File: src/rtl/s526w_bist_pkg.sv
// rtl/s526w_bist_pkg.sv - shared states, constants and LFSR/MISR step functions for the s526w BIST controller
package s526w_bist_pkg;

    localparam int RSP_W = 6;

    localparam logic [15:0] DEF_LFSR_SEED = 16'hACE1;
    localparam logic [15:0] DEF_LFSR_POLY = 16'hB400;
    localparam logic [15:0] DEF_MISR_POLY = 16'hB400;

    typedef enum logic [2:0] {
        ST_IDLE  = 3'd0,
        ST_INIT  = 3'd1,
        ST_RUN   = 3'd2,
        ST_FLUSH = 3'd3,
        ST_DONE  = 3'd4
    } state_e;

    // Right-shifting Galois LFSR; callers zero-extend to 32 bits and truncate the result.
    function automatic logic [31:0] lfsr_step(input logic [31:0] v, input logic [31:0] poly);
        return v[0] ? ((v >> 1) ^ poly) : (v >> 1);
    endfunction

    // Left-shifting MISR of width w; bits above w-1 in the result are discarded by the caller.
    function automatic logic [31:0] misr_step(input logic [31:0] v, input logic [31:0] poly,
                                              input logic [RSP_W-1:0] d, input int w);
        logic [31:0] s;
        s = v << 1;
        if (v[w-1]) begin
            s = s ^ poly;
        end
        return s ^ {{(32-RSP_W){1'b0}}, d};
    endfunction

endpackage

File: src/rtl/s526w_misr.sv
// rtl/s526w_misr.sv - signature register compacting the core's six outputs
module s526w_misr
    import s526w_bist_pkg::*;
#(
    parameter int                MISR_W    = 16,
    parameter logic [MISR_W-1:0] MISR_POLY = DEF_MISR_POLY
) (
    input  logic              CLOCK,
    input  logic              RESET_N,
    input  logic              clr,
    input  logic              en,
    input  logic [RSP_W-1:0]  d,
    output logic [MISR_W-1:0] sig
);

    logic [MISR_W-1:0] r_sig;

    always_ff @(posedge CLOCK or negedge RESET_N) begin
        if (!RESET_N) begin
            r_sig <= '0;
        end else if (clr) begin
            r_sig <= '0;
        end else if (en) begin
            r_sig <= MISR_W'(misr_step({{(32-MISR_W){1'b0}}, r_sig},
                                       {{(32-MISR_W){1'b0}}, MISR_POLY}, d, MISR_W));
        end
    end

    assign sig = r_sig;

endmodule

File: src/rtl/s526w_bist_ctrl.sv
// rtl/s526w_bist_ctrl.sv - LFSR stimulus / MISR compaction BIST controller for the s526w core
// Optional SIG_COMPARE_EN: registered signature-vs-GOLDEN_SIG comparison on PASS.
module s526w_bist_ctrl
    import s526w_bist_pkg::*;
#(
    parameter int                LFSR_W      = 16,
    parameter logic [LFSR_W-1:0] LFSR_SEED   = DEF_LFSR_SEED,
    parameter logic [LFSR_W-1:0] LFSR_POLY   = DEF_LFSR_POLY,
    parameter int                MISR_W      = 16,
    parameter logic [MISR_W-1:0] MISR_POLY   = DEF_MISR_POLY,
    parameter int                INIT_CYCLES = 4,
    parameter int                N_PATTERNS  = 1024,
    parameter logic [MISR_W-1:0] GOLDEN_SIG  = 16'h0000
) (
    input  logic              CLOCK,
    input  logic              RESET_N,
    input  logic              START,
    output logic              CUT_G0,
    output logic              CUT_G1,
    output logic              CUT_G2,
    input  logic [RSP_W-1:0]  CUT_RSP,
    output logic              BUSY,
    output logic              DONE,
    output logic [MISR_W-1:0] SIGNATURE,
    output logic              PASS
);

    localparam int CNT_MAX = (INIT_CYCLES > N_PATTERNS) ? INIT_CYCLES : N_PATTERNS;
    localparam int CNT_W   = $clog2(CNT_MAX + 1);

    state_e            r_state;
    logic [CNT_W-1:0]  r_cnt;
    logic [LFSR_W-1:0] r_lfsr;

    logic w_last;
    logic w_start_ok;
    logic w_drive;
    logic w_misr_clr;
    logic w_misr_en;

    assign w_last     = (r_cnt == CNT_W'(1));
    assign w_start_ok = START && ((r_state == ST_IDLE) || (r_state == ST_DONE));
    assign w_drive    = (r_state == ST_RUN) || (r_state == ST_FLUSH);

    // RUN cycle 0 still sees the post-init response, so it is skipped.
    assign w_misr_clr = w_start_ok;
    assign w_misr_en  = ((r_state == ST_RUN) && (r_cnt != CNT_W'(N_PATTERNS))) ||
                        (r_state == ST_FLUSH);

    always_ff @(posedge CLOCK or negedge RESET_N) begin
        if (!RESET_N) begin
            r_state <= ST_IDLE;
            r_cnt   <= '0;
            r_lfsr  <= LFSR_SEED;
        end else begin
            case (r_state)
                ST_IDLE, ST_DONE: begin
                    if (START) begin
                        r_state <= ST_INIT;
                        r_cnt   <= CNT_W'(INIT_CYCLES);
                        r_lfsr  <= LFSR_SEED;
                    end
                end
                ST_INIT: begin
                    if (w_last) begin
                        r_state <= ST_RUN;
                        r_cnt   <= CNT_W'(N_PATTERNS);
                    end else begin
                        r_cnt <= r_cnt - CNT_W'(1);
                    end
                end
                ST_RUN: begin
                    // The final pattern stays on the LFSR so FLUSH can hold it.
                    if (w_last) begin
                        r_state <= ST_FLUSH;
                    end else begin
                        r_cnt  <= r_cnt - CNT_W'(1);
                        r_lfsr <= LFSR_W'(lfsr_step({{(32-LFSR_W){1'b0}}, r_lfsr},
                                                    {{(32-LFSR_W){1'b0}}, LFSR_POLY}));
                    end
                end
                ST_FLUSH: begin
                    r_state <= ST_DONE;
                end
                default: begin
                    r_state <= ST_IDLE;
                end
            endcase
        end
    end

    s526w_misr #(
        .MISR_W    (MISR_W),
        .MISR_POLY (MISR_POLY)
    ) u_misr (
        .CLOCK   (CLOCK),
        .RESET_N (RESET_N),
        .clr     (w_misr_clr),
        .en      (w_misr_en),
        .d       (CUT_RSP),
        .sig     (SIGNATURE)
    );

    assign CUT_G0 = (r_state == ST_INIT) || (w_drive && r_lfsr[0]);
    assign CUT_G1 = w_drive && r_lfsr[1];
    assign CUT_G2 = w_drive && r_lfsr[2];
    assign BUSY   = (r_state == ST_INIT) || w_drive;
    assign DONE   = (r_state == ST_DONE);

`ifdef SIG_COMPARE_EN
    logic r_pass;

    // FLUSH always compacts, so the final signature is one step beyond SIGNATURE.
    always_ff @(posedge CLOCK or negedge RESET_N) begin
        if (!RESET_N) begin
            r_pass <= 1'b0;
        end else if (r_state == ST_FLUSH) begin
            r_pass <= (MISR_W'(misr_step({{(32-MISR_W){1'b0}}, SIGNATURE},
                                         {{(32-MISR_W){1'b0}}, MISR_POLY},
                                         CUT_RSP, MISR_W)) == GOLDEN_SIG);
        end else if (w_start_ok) begin
            r_pass <= 1'b0;
        end
    end

    assign PASS = r_pass;
`else
    logic w_golden_unused;
    assign w_golden_unused = ^GOLDEN_SIG;
    assign PASS            = 1'b0;
`endif

endmodule

File: config.mk
export PLATFORM = sky130hd
export DESIGN_NAME = s526w_bist_ctrl
export DESIGN_NICKNAME = d
export VERILOG_FILES = /design/src/rtl/s526w_bist_pkg.sv /design/src/rtl/s526w_misr.sv /design/src/rtl/s526w_bist_ctrl.sv
export SDC_FILE = /design/constraint.sdc
export NUM_CORES = 1
export LEC_CHECK = 0
export ABC_AREA = 0
export CORE_MARGIN = 1
export CORE_UTILIZATION = 30
export CTS_CLUSTER_DIAMETER = 50
export DETAILED_ROUTE_END_ITERATION = 16
export HOLD_SLACK_MARGIN = 0.05
export SLEW_MARGIN = 40
export SYNTH_ARGS = -nofsm -noshare
export SYNTH_HDL_FRONTEND = slang
export SYNTH_HIERARCHICAL = 1
export SYNTH_SLANG_ARGS = --single-unit
File: constraint.sdc
create_clock -name CLOCK -period 3.8 [get_ports CLOCK]
set_input_delay 0.38 -clock CLOCK [delete_from_list [all_inputs] [get_ports CLOCK]]
set_output_delay 0.38 -clock CLOCK [all_outputs]
set_load 0.05 [all_outputs]
==> key figures, run 1 <==
Status
  • Status: finished, final reports clean

Timing
  • Fin Clk Skew: 0.00775 ns
  • Minimum clock period after layout: 2.41 ns
  • Final hold vios: 0
  • Hold_ws: 0.0726 ns
  • Setup TNS: 0 ns
  • Worst Tran Pin Value: 0.619 ns
  • F_max: 414 MHz
  • Final Setup Violations: 0
  • Slew Limit Fails: 0
  • Crit share post-route: 0.635
  • Relative slew slack: 0.586
  • PnR worst setup slack: 1.39 ns
  • RSZ-0062 raised after global routing: false

Global route
  • Tot GR Track Use: 0.121
  • Vias in the first global route: 1,586
  • First-pass GRT wire length: 8040 um
  • Largest net degree at the start of global routing: 47
  • GRT overflow: 0
  • Initial antenna violation count: 0

Place
  • Post-placement setup slack: 1.43 ns
  • # port buffers: 29
  • GP Congestion: 0.785
  • Detailed placement HPWL: 3160 um
  • Post-placement cell count: 339
  • Placed instance area: 2710 um2

Worst setup path
  • Crit path max fanout: 14
  • Crit path kind: flip-flop to flip-flop
  • Worst EP arrival: 2.61 ns
  • Worst R2R Setup Slack: 1.39 ns
  • Worst endpoint required time: 3.99 ns
  • Critical Path Source Type: flip-flop
  • Crit end category: flip-flop

Clock network
  • Postcts setup bufs: 0
  • Worst-Skew Late Latency: 0.30 ns
  • Root Buffer: clkbuf_8
  • TritonCTS Buffers: 5
  • Max Buffers Root-to-Sink: 2
  • Clk pin slew, worst setup/hold paths: 0.09 ns
  • Clk sink count: 46
  • CTS tree: built
  • PostCTS Resize Cnt: 0
  • CTS HTree Levels: 2
  • Hold_buf cts: 0

Final layout
  • Most common cell after layout, fill and taps aside: dfrtp_1
  • Layout cells sized above 1: 0.151
  • Sequential cell area: 1160 um2
  • Final instance area: 2820 um2
  • Layout area overhead: 18.2%
  • Multi-input gate area: 1080 um2
  • Commonest non-fill, non-tap cells in the layout: dfrtp_1, clkdlybuf4s50_1, nor2_1, xnor2_1, inv_1
  • # nets final: 256
  • Final core occ: 0.366
  • Non-Filler Instances: 347
  • Filler Cells Inserted: 781
  • Antenna diodes: 0

Yosys
  • EDFF count, synth: 0
  • Post-Syn Instances: 223
  • Sequential element share of the synthesized area: 0.487
  • Library cells used by synthesis: 50
  • Mapped cell area: 2380 um2
  • Ranking of synthesized cells by area: dfrtp_1, dfstp_2, nor2_1, xnor2_1, a211oi_2
  • Synth area leader: dfrtp_1
  • Yosys top cell area share: 0.399
  • Yosys Warn Count: 6
  • Ys async rst share: 1.00
  • Top FF cell, synth: dfrtp_1
  • Mapped Avg Cell Area: 10.7 um2
  • Synthesized Nets: 235
  • Yosys reg bits: 46

Detailed routing
  • Drt total wl: 4600 um
  • Antenna Violating Nets Remaining: 0
  • Via density per instance: 4.97
  • Vias: 1,724
  • DRC errors left: 0
  • Iter 0 DRT Violations: 108
  • DRT Pass-1 Iters: 4
  • WL per Instance: 13.3 um

Floorplan
  • Chip Width: 91.1 um
  • IO Count: 31
  • Die area: 8300 um2
  • Die Y: 91.1 um
  • # rows: 32
  • Placeable core area: 7690 um2
  • Initial Util: 0.310

Power and ir drop
  • Tot Pwr: 2.34 mW
  • LEAKAGE: 1.10 nW
  • Max VDD drop: 0.235 mV
  • Cell Pwr Density: 830 nW/um2

Hold path
  • Hold Crit Class: primary input to async pin

Flow run
  • Maxcap violations: 0
layer usage:
layer,wire length [um],track usage,share of wire,vias to the layer above
met5,0,0,0,-
met4,34,0.0317,0.0074,0
li1,-,-,-,839
met3,238,0.0310,0.052,5
met1,2300,0.180,0.50,830
met2,2030,0.174,0.44,50
registers in the layout, summed over array words and instances (netlist names):
name	cells
r_lfsr	16
u_misr/sig	16
r_cnt	11
r_state	3
area by class of cell:
| type | count | share of cell area |
|---|---|---|
| clock inverter | 3 | 0.0142 |
| tap | 102 | 0.0453 |
| sequential | 46 | 0.412 |
| multi-input combinational | 150 | 0.383 |
| timing repair buffer | 31 | 0.108 |
| clock buffer | 5 | 0.0244 |
| inverter | 10 | 0.0133 |
worst max-delay path, stage by stage (launching register included):
cell	delay (ns)
dfrtp_1	0.50
or3b_2	0.53
a31oi_2	0.53
or2_1	0.42
mux2_4	0.33
kinds of logic after synthesis:
kind of cell | synth area share
xor+xnor | 0.0441
mux | 0.0446
compound gates | 0.185
buf+inv | 0.0641
simple gates | 0.158
other cells | 0.00157
fa+ha+maj | 0.0158
flops | 0.487
final timing paths:
path / start / endpoint / depth (start not counted)
worst min-delay path: RESET_N / u_misr/sig[4] / 1
worst max register to register: r_state[2] / r_lfsr[12] / 4
max in group asynchronous: RESET_N / r_lfsr[13] / 1
worst min register to register: r_lfsr[4] / r_lfsr[3] / 1
worst max-delay path: r_state[2] / r_lfsr[12] / 4
min in group CLOCK: r_lfsr[4] / r_lfsr[3] / 1
cells in the mapped netlist (4+ instances only):
cell      count
dfrtp_1      38
nor2_1       28
xnor2_1      12
inv_1        10
a211oi_2      8
dfstp_2       8
mux2i_1       8
nand2_1       8
a22o_1        7
a31oi_1       7
nand3_1       7
nand2b_1      6
clkbuf_1      5
o22a_1        5
a21oi_1       4
a41oi_1       4
buf_2         4
buf_6         4
nor3_1        4
o21ai_0       4
report_power, final:
group / internal (mW) / leakage, nW / switching (mW)
Combinational: 0.454 / 0.442 / 0.727
Sequential: 0.643 / 0.599 / 0.152
Clock: 0.194 / 0.0579 / 0.167
Note: power is estimated with default switching activity, not from simulation.
==> run 2: changes to the inputs <==
==> constraint.sdc (replaced) <==
create_clock -name CLOCK -period 2.32 [get_ports CLOCK]
set_input_delay 0.232 -clock CLOCK [delete_from_list [all_inputs] [get_ports CLOCK]]
set_output_delay 0.232 -clock CLOCK [all_outputs]
set_load 0.05 [all_outputs]
==> run 2 against run 1 <==
Critical path type is now flip-flop to output pin. Largest power group unchanged. Highest routed layer unchanged. Wire length grew 3.3%. Largest cell class unchanged. Final area grew 2.0%. Non-clock buffer count increased by 7.
==> key figures, run 2 (synthesis gave the netlist of run 1 again) <==
Status
  • Status: finished, final reports clean

Hold path
  • Hold Crit Class: flip-flop to flip-flop

Timing
  • RSZ-0062 raised after global routing: false
  • Worst Tran Pin Value: 0.585 ns (-0.0343 ns)
  • Relative slew slack: 0.610 (+0.0242)
  • Final hold vios: 0 (unchanged)
  • Final Setup Violations: 0 (unchanged)
  • Crit share post-route: 0.956
  • Fin Clk Skew: 0.0106 ns (+0.00286 ns)
  • Slew Limit Fails: 0 (unchanged)
  • Setup TNS: 0 ns (unchanged)
  • Minimum clock period after layout: 2.22 ns
  • F_max: 451 MHz

Final layout
  • Layout cells sized above 1: 0.167 (+0.0156)
  • Layout area overhead: 20.6%
  • Commonest non-fill, non-tap cells in the layout: dfrtp_1, nor2_1, clkdlybuf4s50_1, xnor2_1, inv_1
  • # nets final: 263 (+2.7%)
  • Antenna diodes: 0 (unchanged)
  • Final instance area: 2870 um2 (+2.0%)
  • Most common cell after layout, fill and taps aside: dfrtp_1

Global route
  • Vias in the first global route: 1,610 (+1.5%)
  • GRT overflow: 0 (unchanged)
  • Initial antenna violation count: 0 (unchanged)
  • Tot GR Track Use: 0.122 (+0.000516)
  • Largest net degree at the start of global routing: 47 (unchanged)
  • First-pass GRT wire length: 8020 um (-0.17%)

Detailed routing
  • DRT Pass-1 Iters: 4 (unchanged)
  • Vias: 1,733 (+0.52%)
  • Via density per instance: 4.90 (-1.5%)
  • WL per Instance: 13.4 um (+1.3%)
  • Iter 0 DRT Violations: 92 (-15%)
  • Drt total wl: 4760 um (+3.3%)
  • DRC errors left: 0 (unchanged)
  • Antenna Violating Nets Remaining: 0 (unchanged)

Place
  • Placed instance area: 2750 um2 (+1.6%)
  • # port buffers: 29 (unchanged)
  • GP Congestion: 0.780 (-0.62%)
  • Detailed placement HPWL: 3200 um (+1.1%)

Worst setup path
  • Crit path max fanout: 6 (-8)
  • Worst R2R Setup Slack: 0.20 ns (-1.19 ns)
  • Crit end category: output pin
  • Worst EP arrival: 1.99 ns (-0.62 ns)
  • Critical Path Source Type: flip-flop
  • Worst endpoint required time: 2.09 ns (-1.90 ns)
  • Crit path kind: flip-flop to output pin

Power and ir drop
  • LEAKAGE: 1.15 nW (+4.8%)
  • Cell Pwr Density: 1360 nW/um2 (+64%)
  • Sw Pwr: 1.76 mW (+68%)
  • Clock power share: 0.156 (+0.002)
  • Max VDD drop: 0.378 mV (+61%)
  • Gate power share: 0.511 (+0.006)
  • Switching Share: 0.448 (about the same)
  • Int Pwr: 2.16 mW (+68%)
  • Part of the power in registers: 0.333 (-0.007)

Clock network
  • Clk sink count: 46 (unchanged)
  • TritonCTS Buffers: 5 (unchanged)
  • CTS HTree Levels: 2 (unchanged)
  • CTS tree: built
  • Postcts setup bufs: 0 (unchanged)
  • Max Buffers Root-to-Sink: 2 (unchanged)
  • Root Buffer: clkbuf_8
  • Clk pin slew, worst setup/hold paths: 0.09 ns (about the same)
  • Worst-Skew Late Latency: 0.31 ns (about the same)

Floorplan
  • Die Y: 91.1 um (unchanged)
  • Placeable core area: 7690 um2 (unchanged)
  • IO Count: 31 (unchanged)
  • # rows: 32 (unchanged)
  • Initial Util: 0.310 (unchanged)
  • Chip Width: 91.1 um (unchanged)
  • Die area: 8300 um2 (unchanged)

Flow run
  • Maxcap violations: 0 (unchanged)
run 2: layout make-up:
type	count	area (um2)
Tap cell	102	128
Inverter	10	37.5
Fill cell	794	4810
Timing Repair Buffer	38	358
Clock inverter	3	43.8
Clock buffer	5	68.8
Sequential cell	46	1160
Multi-Input combinational cell	150	1080
run 2: final timing paths:
check,startpoint,end,cells after the start
min in group asynchronous,RESET_N,u_misr/sig[12],3
max in group asynchronous,RESET_N,r_cnt[2],3
setup / recovery,r_lfsr[0],CUT_G0,3
hold / removal,r_cnt[9],r_cnt[9],1
setup reg to reg,r_cnt[1],r_cnt[2],6
hold reg to reg,r_cnt[9],r_cnt[9],1
run 2: power groups by stage:
stage / clock, mW / combinational, mW / sequential (mW)
CTS: 0.633 / 2.01 / 1.30
detailed placement: 0 / 1.99 / 1.32
global placement: 0 / 1.98 / 1.31
global route: 0.655 / 2.18 / 1.35
finish: 0.609 / 2.00 / 1.31
floorplan: 0 / 1.39 / 1.46
run 2: stage by stage:
step | worst slack [ns] | hold WS, ns | utilization | std cells | power [mW]
2_1_floorplan | 0.240 | -0.0636 | - | 223 | 2.85
3_3_place_gp | 0.309 | 0.358 | 0.357 | 345 | 3.29
3_5_place_dp | 0.250 | 0.360 | 0.357 | 345 | 3.31
4_1_cts | 0.0498 | 0.488 | 0.373 | 354 | 3.94
5_1_grt | 0.0125 | 0.511 | 0.374 | 354 | 4.18
6_report | 0.101 | 0.488 | 0.374 | 354 | 3.92
run 2: critical path: stages (launching register included):
cell             delay, ns
dfstp_2               0.63
nor2b_1               0.07
nor3_1                0.13
clkdlybuf4s50_1       0.85
run 2: timing repair:
action / in CTS / in global routing
endpoints found under the setup margin: 0 / 1
endpoints found under the hold margin: 38 / 0
hold buffers: 1 / 0
gates resized for setup: 0 / 1
run 2: layer usage:
metal  share of wire  global-route usage
met5               0                   0
met1            0.51               0.169
met2            0.44               0.184
met3           0.043              0.0352
met4           0.012              0.0357
==> run 3: changes to the inputs <==
--- a/config.mk
+++ b/config.mk
@@ -11,7 +11,7 @@
 export CTS_CLUSTER_DIAMETER = 50
 export DETAILED_ROUTE_END_ITERATION = 16
 export HOLD_SLACK_MARGIN = 0.05
-export SLEW_MARGIN = 40
+export SLEW_MARGIN = 20
 export SYNTH_ARGS = -nofsm -noshare
 export SYNTH_HDL_FRONTEND = slang
 export SYNTH_HIERARCHICAL = 1
==> results of run 3 <==
The final DEF is identical to that of run 2; final timing and power are the same.
